$ cat src/rtl/bcd_disp_if.sv
// Handshake and display bundle for bcd_disp_ctrl: operand/start in; busy/done/bcd and the
// scanned 7-segment drive out.
interface bcd_disp_if;
    logic [9:0]  bin;
    logic        start;
    logic        busy;
    logic        done;
    logic [15:0] bcd;
    logic [3:0]  an;
    logic [6:0]  seg;
    logic        dp;

    modport master (
        output bin,
        output start,
        input  busy,
        input  done,
        input  bcd,
        input  an,
        input  seg,
        input  dp
    );

    modport slave (
        input  bin,
        input  start,
        output busy,
        output done,
        output bcd,
        output an,
        output seg,
        output dp
    );
endinterface

$ cat src/rtl/bcd_disp_ctrl.sv
// Sequential 10-bit binary-to-BCD converter (double-dabble) with a 4-digit common-anode scan.
// Optional macro LEADING_ZERO_BLANK_EN blanks leading zero digits on seg.
module bcd_disp_ctrl #(
    parameter int REFRESH_DIV = 100000
) (
    input  logic     clk,
    input  logic     rst_n,
    bcd_disp_if.slave io
);

    localparam int CW = (REFRESH_DIV > 2) ? $clog2(REFRESH_DIV) : 1;
    localparam logic [CW-1:0] REF_MAX = CW'(REFRESH_DIV - 1);

    typedef enum logic [0:0] {
        ST_IDLE = 1'b0,
        ST_CONV = 1'b1
    } state_t;

    state_t       state_q, state_d;
    logic [9:0]   shift_q, shift_d;
    logic [15:0]  work_q, work_d;
    logic [3:0]   iter_q, iter_d;
    logic [15:0]  bcd_q, bcd_d;
    logic         busy_q, busy_d;
    logic         done_q, done_d;

    logic [CW-1:0] ref_q, ref_d;
    logic [1:0]    dig_q, dig_d;
    logic [3:0]    an_q, an_d;
    logic [6:0]    seg_q, seg_d;
    logic          dp_q, dp_d;

    logic [15:0]   work_next_s;
    logic          wrap_s;

    function automatic logic [15:0] add3_all(input logic [15:0] w);
        logic [15:0] r;
        r = w;
        for (int i = 0; i < 4; i++) begin
            if (w[i*4 +: 4] >= 4'd5) begin
                r[i*4 +: 4] = w[i*4 +: 4] + 4'd3;
            end else begin
                r[i*4 +: 4] = w[i*4 +: 4];
            end
        end
        return r;
    endfunction

    function automatic logic [6:0] seg7(input logic [3:0] nib);
        logic [6:0] s;
        case (nib)
            4'd0:    s = 7'b1000000;
            4'd1:    s = 7'b1111001;
            4'd2:    s = 7'b0100100;
            4'd3:    s = 7'b0110000;
            4'd4:    s = 7'b0011001;
            4'd5:    s = 7'b0010010;
            4'd6:    s = 7'b0000010;
            4'd7:    s = 7'b1111000;
            4'd8:    s = 7'b0000000;
            4'd9:    s = 7'b0010000;
            default: s = 7'b1111111;
        endcase
        return s;
    endfunction

    function automatic logic [6:0] digit_seg(input logic [15:0] v, input logic [1:0] idx);
        logic [3:0] nib;
        logic       blank;
        case (idx)
            2'd0:    nib = v[3:0];
            2'd1:    nib = v[7:4];
            2'd2:    nib = v[11:8];
            2'd3:    nib = v[15:12];
            default: nib = 4'd0;
        endcase
        blank = 1'b0;
`ifdef LEADING_ZERO_BLANK_EN
        // A digit is a leading zero when it and every digit above it are zero.
        case (idx)
            2'd1:    blank = (v[15:4] == 12'd0);
            2'd2:    blank = (v[15:8] == 8'd0);
            2'd3:    blank = (v[15:12] == 4'd0);
            default: blank = 1'b0;
        endcase
`endif
        return blank ? 7'b1111111 : seg7(nib);
    endfunction

    function automatic logic [3:0] an_for(input logic [1:0] idx);
        logic [3:0] a;
        case (idx)
            2'd0:    a = 4'b1110;
            2'd1:    a = 4'b1101;
            2'd2:    a = 4'b1011;
            2'd3:    a = 4'b0111;
            default: a = 4'b1111;
        endcase
        return a;
    endfunction

    assign work_next_s = {add3_all(work_q)[14:0], shift_q[9]};

    // Conversion FSM next-state and datapath.
    always_comb begin
        state_d = state_q;
        shift_d = shift_q;
        work_d  = work_q;
        iter_d  = iter_q;
        bcd_d   = bcd_q;
        busy_d  = 1'b0;
        done_d  = 1'b0;
        case (state_q)
            ST_IDLE: begin
                if (io.start) begin
                    shift_d = io.bin;
                    work_d  = 16'h0000;
                    iter_d  = 4'd0;
                    state_d = ST_CONV;
                end else begin
                    state_d = ST_IDLE;
                end
            end
            ST_CONV: begin
                work_d  = work_next_s;
                shift_d = {shift_q[8:0], 1'b0};
                iter_d  = iter_q + 4'd1;
                // busy is registered from the iteration count, so it rises one edge after acceptance.
                if (iter_q == 4'd9) begin
                    bcd_d   = work_next_s;
                    done_d  = 1'b1;
                    state_d = ST_IDLE;
                end else begin
                    busy_d  = 1'b1;
                    state_d = ST_CONV;
                end
            end
            default: begin
                state_d = ST_IDLE;
            end
        endcase
    end

    // Conversion state registers.
    always_ff @(posedge clk or negedge rst_n) begin
        if (!rst_n) begin
            state_q <= ST_IDLE;
            shift_q <= 10'd0;
            work_q  <= 16'h0000;
            iter_q  <= 4'd0;
            bcd_q   <= 16'h0000;
            busy_q  <= 1'b0;
            done_q  <= 1'b0;
        end else begin
            state_q <= state_d;
            shift_q <= shift_d;
            work_q  <= work_d;
            iter_q  <= iter_d;
            bcd_q   <= bcd_d;
            busy_q  <= busy_d;
            done_q  <= done_d;
        end
    end

    assign wrap_s = (ref_q == REF_MAX);

    // Display scan: refresh counter, digit index and the registered an/seg drive.
    always_comb begin
        ref_d = ref_q;
        dig_d = dig_q;
        an_d  = an_q;
        seg_d = seg_q;
        dp_d  = 1'b1;
        if (wrap_s) begin
            ref_d = {CW{1'b0}};
            dig_d = dig_q + 2'd1;
            an_d  = an_for(dig_q + 2'd1);
            seg_d = digit_seg(bcd_q, dig_q + 2'd1);
        end else begin
            ref_d = ref_q + CW'(1);
        end
    end

    // Display scan registers.
    always_ff @(posedge clk or negedge rst_n) begin
        if (!rst_n) begin
            ref_q <= {CW{1'b0}};
            dig_q <= 2'd0;
            an_q  <= 4'b1110;
            seg_q <= 7'b1000000;
            dp_q  <= 1'b1;
        end else begin
            ref_q <= ref_d;
            dig_q <= dig_d;
            an_q  <= an_d;
            seg_q <= seg_d;
            dp_q  <= dp_d;
        end
    end

    assign io.busy = busy_q;
    assign io.done = done_q;
    assign io.bcd  = bcd_q;
    assign io.an   = an_q;
    assign io.seg  = seg_q;
    assign io.dp   = dp_q;

endmodule

$ cat src/flat_wrapper.sv
// flat-port wrapper written by rule: the top's interface ports become plain ports
module bcd_disp_ctrl_flat 
#(
    parameter int REFRESH_DIV = 100000
)
  (clk, rst_n, io_bin, io_start, io_busy, io_done, io_bcd, io_an, io_seg, io_dp);
  bcd_disp_if io_i ();
  input  logic clk;
  input  logic rst_n;
  input wire logic [$bits(io_i.bin)-1:0] io_bin;
  input wire logic [$bits(io_i.start)-1:0] io_start;
  output wire logic [$bits(io_i.busy)-1:0] io_busy;
  output wire logic [$bits(io_i.done)-1:0] io_done;
  output wire logic [$bits(io_i.bcd)-1:0] io_bcd;
  output wire logic [$bits(io_i.an)-1:0] io_an;
  output wire logic [$bits(io_i.seg)-1:0] io_seg;
  output wire logic [$bits(io_i.dp)-1:0] io_dp;
  assign io_i.bin = io_bin;
  assign io_i.start = io_start;
  assign io_busy = io_i.busy;
  assign io_done = io_i.done;
  assign io_bcd = io_i.bcd;
  assign io_an = io_i.an;
  assign io_seg = io_i.seg;
  assign io_dp = io_i.dp;
  bcd_disp_ctrl #(.REFRESH_DIV(REFRESH_DIV)) u_core (.clk(clk), .rst_n(rst_n), .io(io_i));
endmodule
$ cat config.mk
export PLATFORM = sky130hd
export DESIGN_NAME = bcd_disp_ctrl_flat
export DESIGN_NICKNAME = d
export VERILOG_FILES = /design/src/rtl/bcd_disp_if.sv /design/src/rtl/bcd_disp_ctrl.sv /design/src/flat_wrapper.sv
export SDC_FILE = /design/constraint.sdc
export NUM_CORES = 1
export LEC_CHECK = 0
export BUFFER_PORTS_ARGS = -buffer_cell sky130_fd_sc_hd__buf_4
export CAP_MARGIN = 5
export CORE_ASPECT_RATIO = 0.7
export CORE_MARGIN = 2
export CORE_UTILIZATION = 50
export DETAILED_ROUTE_END_ITERATION = 10
export GPL_TIMING_DRIVEN = 1
export PLACE_DENSITY = 0.76
export SLEW_MARGIN = 20
export SYNTH_ARGS = -nofsm -noshare
export SYNTH_HDL_FRONTEND = slang
export SYNTH_SLANG_ARGS = --single-unit
$ cat constraint.sdc
create_clock -name clk -period 5.13 [get_ports clk]
set_clock_uncertainty 0.2 [all_clocks]
set_input_delay 0.513 -clock clk [delete_from_list [all_inputs] [get_ports clk]]
set_output_delay 0.513 -clock clk [all_outputs]
set_load 0.005 [all_outputs]
==> results of run 1 <==
[worst paths after layout]
path,from,endpoint,slack [ns],cells past startpoint
max in group asynchronous,rst_n,u_core.ref_q[0]$_DFF_PN0_,3.99,1
min in group clk,io_bin[0],u_core.shift_q[0]$_DFFE_PN0P_,0.22,3
min reg2reg,u_core.io.seg[1]$_DFFE_PN0N_,u_core.io.seg[1]$_DFFE_PN0N_,0.27,2
max,u_core.dig_q[0]$_DFFE_PN0N_,u_core.io.seg[3]$_DFFE_PN0N_,2.58,8
max reg2reg,u_core.dig_q[0]$_DFFE_PN0N_,u_core.io.seg[3]$_DFFE_PN0N_,2.58,8
min,rst_n,u_core.io.seg[4]$_DFFE_PN0N_,0.10,1
[routing by layer]
layer	share of wire, %	global-route usage (%)	vias to the layer above
met2	43	30.8	70
met3	6.6	5.38	9
met4	1.0	6.15	0
met1	49	30.9	1363
met5	0	0	-
li1	-	-	1429
[cells by family after synthesis]
group | after synthesis | share of synthesized area [%]
AND/OR/NAND/NOR | 126 | 15.1
AO/OA/AOI/OAI | 85 | 13.0
adder cells (fa/ha/maj) | 18 | 5.86
buffers and inverters | 39 | 4.10
XOR/XNOR | 21 | 4.78
multiplexers | 20 | 5.50
flip-flops | 79 | 51.5
other | 1 | 0.0975
[synth_stat cells, drive strengths merged]
cell	number	area, um^2
inv	22	82.6
or2	1	6.26
and3	2	12.5
a31oi	1	6.26
nor4	2	18.8
nor3	7	35.0
o21ai	41	205
nand2b	5	31.3
a211oi	3	22.5
nor3b	7	52.6
a21oi	15	75.1
xnor2	13	114
a222oi	4	40.0
o22a	1	8.76
and2	1	6.26
mux2	6	71.3
xor2	8	70.1
o22ai	12	75.1
nand2	60	225
ha	18	225
nand4b	1	8.76
nand3	14	70.1
o32a	1	10.0
o31ai	5	42.5
nor2	20	75.1
and4	1	8.76
a21o	2	15.0
nand4	5	31.3
buf	7	37.5
mux2i	14	140
dfstp	4	105
clkbuf	10	37.5
conb	1	3.75
dfrtp	75	1880
[cell usage in the layout, fill, tap and decap left out, drive strengths merged, types with 2 or more instances in the layout]
cell | Yosys | final
dfrtp | 75 | 75
nand2 | 60 | 60
buf | 7 | 42
o21ai | 41 | 41
inv | 22 | 22
nor2 | 20 | 20
ha | 18 | 18
a21oi | 15 | 15
mux2i | 14 | 14
nand3 | 14 | 14
xnor2 | 13 | 13
o22ai | 12 | 12
clkbuf | 10 | 11
xor2 | 8 | 8
nor3 | 7 | 7
nor3b | 7 | 7
mux2 | 6 | 6
nand2b | 5 | 5
nand4 | 5 | 5
o31ai | 5 | 5
a222oi | 4 | 4
dfstp | 4 | 4
a211oi | 3 | 3
bufinv | 0 | 3
and3 | 2 | 2
a21o | 2 | 2
clkinvlp | 0 | 2
nor4 | 2 | 2
[cell type report]
class	instances	area, um^2
clock buffer	11	141
multi-input combinational	271	1710
fill	590	2930
sequential	79	1980
clock inverter	5	105
timing repair buffer	42	315
inverter	22	82.6
tap	98	123
[worst reg2reg max path, cell delays in order, from the launching register on]
cell and delay [ns]:
dfrtp_1 0.38, inv_1 0.10, ha_1 0.27, a222oi_1 0.39, mux2i_1 0.21, inv_1 0.15, ha_1 0.25, and3_1 0.14
o32a_1 0.34
[flip-flops by register name (all words and copies together), names as in the netlist]
name / flops
u_core.ref_q: 17
u_core.io.bcd: 16
u_core.work_q: 16
u_core.shift_q: 10
u_core.io.seg: 7
u_core.io.an: 4
u_core.iter_q: 4
u_core.dig_q: 2
u_core.io.busy: 1
u_core.io.done: 1
u_core.state_q: 1
[per-stage QoR]
step | total power [mW] | setup slack (ns)
6_report | 2.33 | 2.58
5_1_grt | 2.51 | 2.36
4_1_cts | 2.35 | 2.58
3_5_place_dp | 1.78 | 2.59
3_3_place_gp | 1.74 | 2.77
2_1_floorplan | 1.49 | 2.87
[power by group through the flow]
stage	registers, mW	logic, mW	clock network, mW
after detailed placement	0.961	0.818	0
final	0.955	0.817	0.558
after CTS	0.952	0.822	0.576
after global placement	0.960	0.777	0
after global routing	0.977	0.930	0.602
after floorplan	0.913	0.580	0
==> reports/qor.csv, run 1 <==
metric,value,unit
die-area,0.00842,mm^2
critPathCaptureType,flop,
drc,0,
grt_pass1_vias,2806,
post-cts-setup-buffer-count,0,
powerDensity,523,mW/mm^2
placed_area,0.00421,mm^2
maxSlewViolCount,0,
cp.arrival,2.58,ns
slowest_delay,0.39,ns
synthCells,389,
grt.total_usage,21.0,%
grt_max_degree,80,
fin_cells,528,
pwr-share-clk,24.0,%
dr.pass1.iters,4,
drv_cap,0,
fin_hold_ws,0.100,ns
cts_tree,built,
hp-class,in -> async,
grt_pass1_wl,13.7,mm
fin_crit,2.55,ns
drive_gt1_share,16.0,%
routabilityCongestion,0.833,
vias,2871,
synth_seq_cells,79,
yosysWarnings,0,
syn_avg_cell_area,9.89,um^2
die_w,109,um
clkLatencyLatePin,0.35,ns
p_sw_share,36.0,%
period_share,49.7,%
fin_nets,456,
netlist_area,0.00385,mm^2
crit_buf_inv,2,
cpLargestDelayFamily,compound AO/OA/AOI/OAI gates,
start_util,52.1,%
cts.clk_slew.worst_paths,0.08,ns
grt-ovfl-total,0,
wl_per_cell,15.2,um
fin_area,0.00446,mm^2
rows,26,
syn2layout_area_growth,15.8,%
synth_nets,420,
switchingPower,0.839,mW
vdd_ir_drop_max,0.306,mV
first_iter_violations,234,
core_area,0.00738,mm^2
dp_cells,512,
rsz0062_at_grt,false,
ctsRootBufferMaster,clkbuf_8,
tns,0,ns
viasPerCell,5.44,
cp.required,5.16,ns
p_leak,2.05,nW
worst_slew_pin_slew,1.05,ns
clockBufferDepth,2,
numPortBuffers,41,
setup_viol,0,
cts_resized,0,
dpl.hpwl,5.68,mm
ant_nets,0,
crit_chain,inv_1 > ha_1 > a222oi_1 > mux2i_1 > inv_1 > ha_1 > and3_1 > o32a_1,
finalHoldViolations,0,
yosysUniqueCellTypes,42,
critPathMaxFanout,5,
p_int,1.49,mW
holdBufCountCts,0,
seq_area_frac_synth,51.5,%
combPwrFrac,35.0,%
h-tree-depth,3,
drt-total-wl,8.05,mm
n_antenna_cell,0,
slew_headroom,29.7,%
cts.sinks,79,
critPathLaunchType,flop,
path_class,reg -> reg,
final_core_util,60.3,%
p_seq_share,41.0,%
max_freq,393,MHz
cp_slowest_cell,a222oi_1,
cts_inserted_buffers,9,
status,"complete, no violations",
die_h,77.4,um
ios,43,
antenna_found_initial,0,
(Power assumes the default switching activity.)
==> inputs of run 2 (changes only) <==
Clock period 5.13 ns to 2.45 ns, I/O delays scaled along.
==> run 2 against run 1 <==
  * Global-route usage rose by 0.84 points
  * Clock-buffer cell count decreased by 1
  * Non-clock buffer count rose by 24
  * Setup slack lost 2.5 ns
  * Sequential share of layout area shrank 2.4 points
  * Final area grew 5.7%
==> reports/qor.csv, run 2 (synthesis gave the netlist of run 1 again) <==
metric,value,unit
grt-ovfl-total,0,
die_h,77.4,um
routabilityCongestion,0.915,
start_util,52.1,%
cp.required,2.50,ns
ios,43,
die_w,109,um
max_freq,421,MHz
maxSlewViolCount,0,
tns,0,ns
grt_max_degree,80,
first_iter_violations,220,
core_area,0.00738,mm^2
setup_viol,0,
grt.total_usage,21.9,%
period_share,97.0,%
clockBufferDepth,2,
worst_slack,0.0723,ns
dp_cells,522,
cts_tree,built,
cp_slowest_cell,dfrtp_1,
rr_endpoint,u_core.io.seg[3]$_DFFE_PN0N_,
numPortBuffers,41,
critPathMaxFanout,5,
viasPerCell,5.44,
drc,0,
rows,26,
slowest_delay,0.41,ns
slew_headroom,62.3,%
crit_chain,inv_1 > ha_2 > a222oi_1 > mux2i_1 > buf_4 > inv_2 > nand2_1 > o31ai_2 > o32a_1,
hp-class,in -> reg,
r2r_slack,0.07,ns
path_depth,9,
drv_cap,0,
syn2layout_area_growth,22.4,%
n_antenna_cell,0,
cts.clk_slew.worst_paths,0.08,ns
cts.sinks,79,
drive_gt1_share,19.4,%
drt-total-wl,8.53,mm
cp.arrival,2.43,ns
final_common_cell,dfrtp_1,
critPathCaptureType,flop,
clkLatencyLatePin,0.36,ns
path_class,reg -> reg,
grt_pass1_vias,2799,
rr_worst_depth,9,
final_core_util,63.8,%
fin_crit,2.38,ns
critPathLaunchType,flop,
r2r-start,u_core.dig_q[1]$_DFFE_PN0N_,
dr.pass1.iters,5,
cts_inserted_buffers,9,
vias,2999,
worst_slew_pin_slew,0.565,ns
power.total,4.99,mW
powerDensity,1060,mW/mm^2
vdd_ir_drop_max,0.715,mV
wl_per_cell,15.5,um
die-area,0.00842,mm^2
ctsRootBufferMaster,clkbuf_8,
pre_cts_ws,0.0819,ns
layout_common_cells,"dfrtp_1 (75), nand2_1 (60), buf_4 (54)",
finalHoldViolations,0,
status,"complete, no violations",
dpl.hpwl,6.01,mm
crit_buf_inv,3,
h-tree-depth,3,
antenna_found_initial,0,
cpLargestDelayFamily,compound AO/OA/AOI/OAI gates,
grt_pass1_wl,13.9,mm
fin_cells,551,
largest_reg_flops,17,
p_leak,2.17,nW
critPathLaunch,u_core.dig_q[1]$_DFFE_PN0N_,
ant_nets,0,
regMostFlops,u_core.ref_q,
fin_nets,480,
endpoint,u_core.io.seg[3]$_DFFE_PN0N_,
## run 2: cell types whose count changed in the layout (fill, tap and decap cells not counted)
cell	delta
dlygate4sd3_1	+10
clkinvlp_4	-1
buf_4	+12
buf_12	+1
clkinv_4	+1
buf_6	+1
ha_1	-4
and3_1	-1
and3_4	+1
ha_2	+2
clkbuf_1	-1
ha_4	+2
## run 2: final cells by class
cell class / instances / area (um^2)
well taps: 98 / 123
flip-flops and latches: 79 / 1980
clock buffers: 10 / 138
multi-input cells: 271 / 1740
clock inverters: 5 / 106
inverters: 22 / 82.6
repair buffers: 66 / 537
fillers: 576 / 2680
## run 2: worst min-delay path: cells and delay by family
kind | cells | cell delay (ns)
AO/OA/AOI/OAI | 1 | 0.15
buffers and inverters | 1 | 0.08
multiplexers | 1 | 0.05
## run 2: metal layers
| layer | share of wire, % | up-vias | GRT usage [%] |
|---|---|---|---|
| li1 | - | 1464 | - |
| met1 | 49 | 1438 | 32.0 |
| met2 | 43 | 86 | 31.6 |
| met3 | 6.8 | 11 | 5.80 |
| met4 | 1.5 | 0 | 7.31 |
| met5 | 0 | - | 0 |
## run 2: per-stage QoR
stage                     area [um^2]  hold WS [ns]
after CTS                        4640        0.0114
after global placement           4300        0.0967
after global routing             4710        0.0475
after detailed placement         4300        0.0994
final                            4710       0.00891
after floorplan                  3850        -0.251
## run 2: how the worst min path moves through the flow
stage               startpoint                             to  cells past startpoint
floorplan                rst_n    u_core.dig_q[0]$_DFFE_PN0N_                      0
global placement         rst_n     u_core.ref_q[10]$_DFF_PN0_                      2
detailed placement       rst_n     u_core.ref_q[16]$_DFF_PN0_                      2
CTS                  io_bin[7]  u_core.shift_q[7]$_DFFE_PN0P_                      3
global route         io_bin[7]  u_core.shift_q[7]$_DFFE_PN0P_                      3
finish               io_bin[7]  u_core.shift_q[7]$_DFFE_PN0P_                      3
## run 2: what timing repair did
| action | 4_1_cts | 5_1_grt |
|---|---|---|
| resized for setup | 0 | 7 |
| setup endpoints to repair | 0 | 4 |
| endpoints found under the hold margin | 84 | 0 |
| hold buffers | 10 | 0 |
| buffers inserted | 0 | 4 |
## run 2: report_power, final
part / total [mW] / leakage [nW] / switching, mW / internal [mW]
combinational: 1.83 / 1.04 / 0.985 / 0.840
sequential: 1.99 / 1.01 / 0.333 / 1.66
clock: 1.17 / 0.119 / 0.472 / 0.700
==> inputs of run 3 (changes only) <==
Settings changed: ABC_AREA set to 1, CORE_UTILIZATION 50 to 46, CTS_BUF_LIST set to sky130_fd_sc_hd__clkbuf_8, PLACE_DENSITY 0.76 to 0.71.
==> run 3 against run 2 <==
  * Utilization is 7.2 points lower
  * Worst hold slack better by 0.068 ns
  * Fmax increased by 9.6%
  * Largest power group unchanged
  * Combinational power grew 2%
  * Clock-buffer cell count rose by 1
  * Sequential cell count stayed put
  * Synthesized cell count rose by 19%
  * Via count up 6.9%
  * Largest cell class unchanged
  * Synthesized area rose by 5.0%
  * Critical path depth rose by 3
==> reports/qor.csv, run 3 <==
metric,value,unit
status,"complete, no violations",
max_freq,461,MHz
grt.total_usage,20.5,%
cp_slowest_cell,dfrtp_1,
first_iter_violations,223,
die-area,0.00956,mm^2
regMostFlops,u_core.ref_q,
syn2layout_area_growth,18.8,%
power.total,4.82,mW
worst_slew_pin_slew,0.810,ns
synthCells,463,
path_class,reg -> reg,
grt-ovfl-total,0,
synth_fa_ha_area_share,5.57,%
period_share,88.6,%
cp.arrival,2.21,ns
critPathMaxFanout,7,
ant_nets,0,
synthMuxAreaShare,0,%
maxSlewViolCount,0,
cpMostUsedCell,nand2_1,
final_common_cell,nand2_1,
synth_ff_type,dfrtp_1,
finalHoldViolations,0,
setup_viol,0,
numPortBuffers,41,
tns,0,ns
final_core_util,56.6,%
crit_chain,inv_1 > ha_1 > nand2_1 > nand2_1 > o21ai_4 > inv_1 > ha_1 > nand3b_1 > nand2_1 > inv_1 > nand2_1 > a21oi_2,
yosysTopAreaCellShare,46.5,%
synth_seq_cells,79,
fin_crit,2.17,ns
dpl.hpwl,6.32,mm
holdPathStages,4,
grt_pass1_vias,3114,
cts_tree,built,
ios,43,
cts_inserted_buffers,9,
viasPerCell,4.97,
drv_cap,0,
p_leak,2.42,nW
clockBufferDepth,2,
die_w,116,um
syn_avg_cell_area,8.73,um^2
synth_common_cells,"nand2_1 (114), dfrtp_1 (75), inv_1 (52)",
path_depth,12,
h-tree-depth,3,
post-cts-setup-buffer-count,0,
dr.pass1.iters,5,
slew_headroom,45.9,%
top_layer,met4,
grt_pass1_wl,14.9,mm
drc,0,
wl_per_cell,13.5,um
antenna_found_initial,0,
rr_worst_depth,12,
yosysUniqueCellTypes,43,
netlist_area,0.00404,mm^2
seq_area_frac_synth,49.1,%
m1WireLength,4.38,mm
rows,28,
synth_compound_area_share,11.6,%
cts.clk_slew.worst_paths,0.08,ns
core_area,0.00848,mm^2
critPathLaunchType,flop,
yosysWarnings,0,
synthSimpleGateAreaFrac,22.8,%
wl_met2,3.86,mm
crit_buf_inv,3,
rsz0062_at_grt,false,
synth_edf_count,0,
synth_top_family_by_area,simple AND/OR/NAND/NOR gates,
grt_max_degree,47,
slowest_delay,0.38,ns
hp-class,in -> reg,
start_util,47.7,%
pre_cts_ws,0.268,ns
critPathCaptureType,flop,
clkLatencyLatePin,0.36,ns
synth.area.top_cells,"dfrtp_1 (46%), nand2_1 (11%), ha_1 (5.6%)",
cpLargestDelayFamily,simple AND/OR/NAND/NOR gates,
yosys.area_share.xor_xnor,3.47,%
fin_nets,551,
vias,3206,
vdd_ir_drop_max,0.479,mV
fin_hold_ws,0.0773,ns
met3_length,394,um
ctsRootBufferMaster,clkbuf_8,
drive_gt1_share,18.7,%
worst_slack,0.280,ns
largest_reg_flops,17,
yosysMostFrequentCell,nand2_1,
die_h,82.4,um
cts.sinks,79,
synth_nets,494,
synth_top_area_cell,dfrtp_1,
async_reset_ff_share,100,%
powerDensity,1000,mW/mm^2
r2r_slack,0.28,ns
n_antenna_cell,0,
routabilityCongestion,0.900,
layout_common_cells,"nand2_1 (114), dfrtp_1 (75), inv_1 (52)",
drt-total-wl,8.73,mm
cp.required,2.49,ns
-- run 3: changes by cell type after synthesis, moves of 5 or more --
cell,change
xor2_1,+8
nand2b_1,-5
a21oi_1,-7
xnor2_1,-13
mux2i_1,-14
inv_1,+31
nor2_1,+17
nand2_1,+54
nor3b_1,-7
-- run 3: final timing paths --
check                                            start                       endpoint
setup reg to reg           u_core.dig_q[0]$_DFFE_PN0N_   u_core.io.seg[5]$_DFFE_PN0N_
max in group asynchronous                        rst_n     u_core.ref_q[13]$_DFF_PN0_
min in group asynchronous                        rst_n  u_core.io.bcd[13]$_DFFE_PN0P_
hold reg to reg              u_core.ref_q[0]$_DFF_PN0_      u_core.ref_q[0]$_DFF_PN0_
setup / recovery           u_core.dig_q[0]$_DFFE_PN0N_   u_core.io.seg[5]$_DFFE_PN0N_
hold / removal                                io_start   u_core.iter_q[2]$_DFFE_PN0P_
-- run 3: worst min-delay path, cell delays in order --
cell     delay, ns
buf_4         0.08
nand2_1       0.06
a22oi_1       0.14
a31oi_1       0.06
-- run 3: repair_timing --
item                                    CTS  global route
endpoints found under the hold margin    50             0
hold buffers                             11             0
gates resized for setup                   0             1
endpoints found under the setup margin    0             1
-- run 3: logic make-up after synthesis --
| logic type | after synthesis |
|---|---|
| AO/OA/AOI/OAI | 76 |
| AND/OR/NAND/NOR | 203 |
| XOR/XNOR | 16 |
| buffers and inverters | 70 |
| flip-flops | 79 |
| other | 1 |
| adder cells (fa/ha/maj) | 18 |
-- run 3: final cells by class --
cell class | instances | area [um^2]
fillers | 773 | 3680
flip-flops and latches | 79 | 1980
multi-input cells | 314 | 1760
repair buffers | 58 | 475
inverters | 58 | 223
clock buffers | 11 | 151
well taps | 120 | 150
clock inverters | 5 | 56.3
-- run 3: per-layer routing --
| layer | vias to the layer above | GRT usage, % |
|---|---|---|
| li1 | 1607 | - |
| met3 | 11 | 5.26 |
| met5 | - | 0 |
| met2 | 83 | 31.6 |
| met1 | 1505 | 28.7 |
| met4 | 0 | 6.55 |
-- run 3: report_power, final --
part / leakage [nW] / internal [mW] / switching, mW
clock: 0.105 / 0.524 / 0.478
sequential: 1.00 / 1.67 / 0.277
combinational: 1.31 / 0.763 / 1.11
total: 2.42 / 2.95 / 1.86
-- run 3: through the flow --
step | area (um^2) | cells
3_5_place_dp | 4480 | 618
6_report | 4800 | 645
5_1_grt | 4800 | 645
4_1_cts | 4800 | 645
2_1_floorplan | 4040 | 463
3_3_place_gp | 4480 | 618
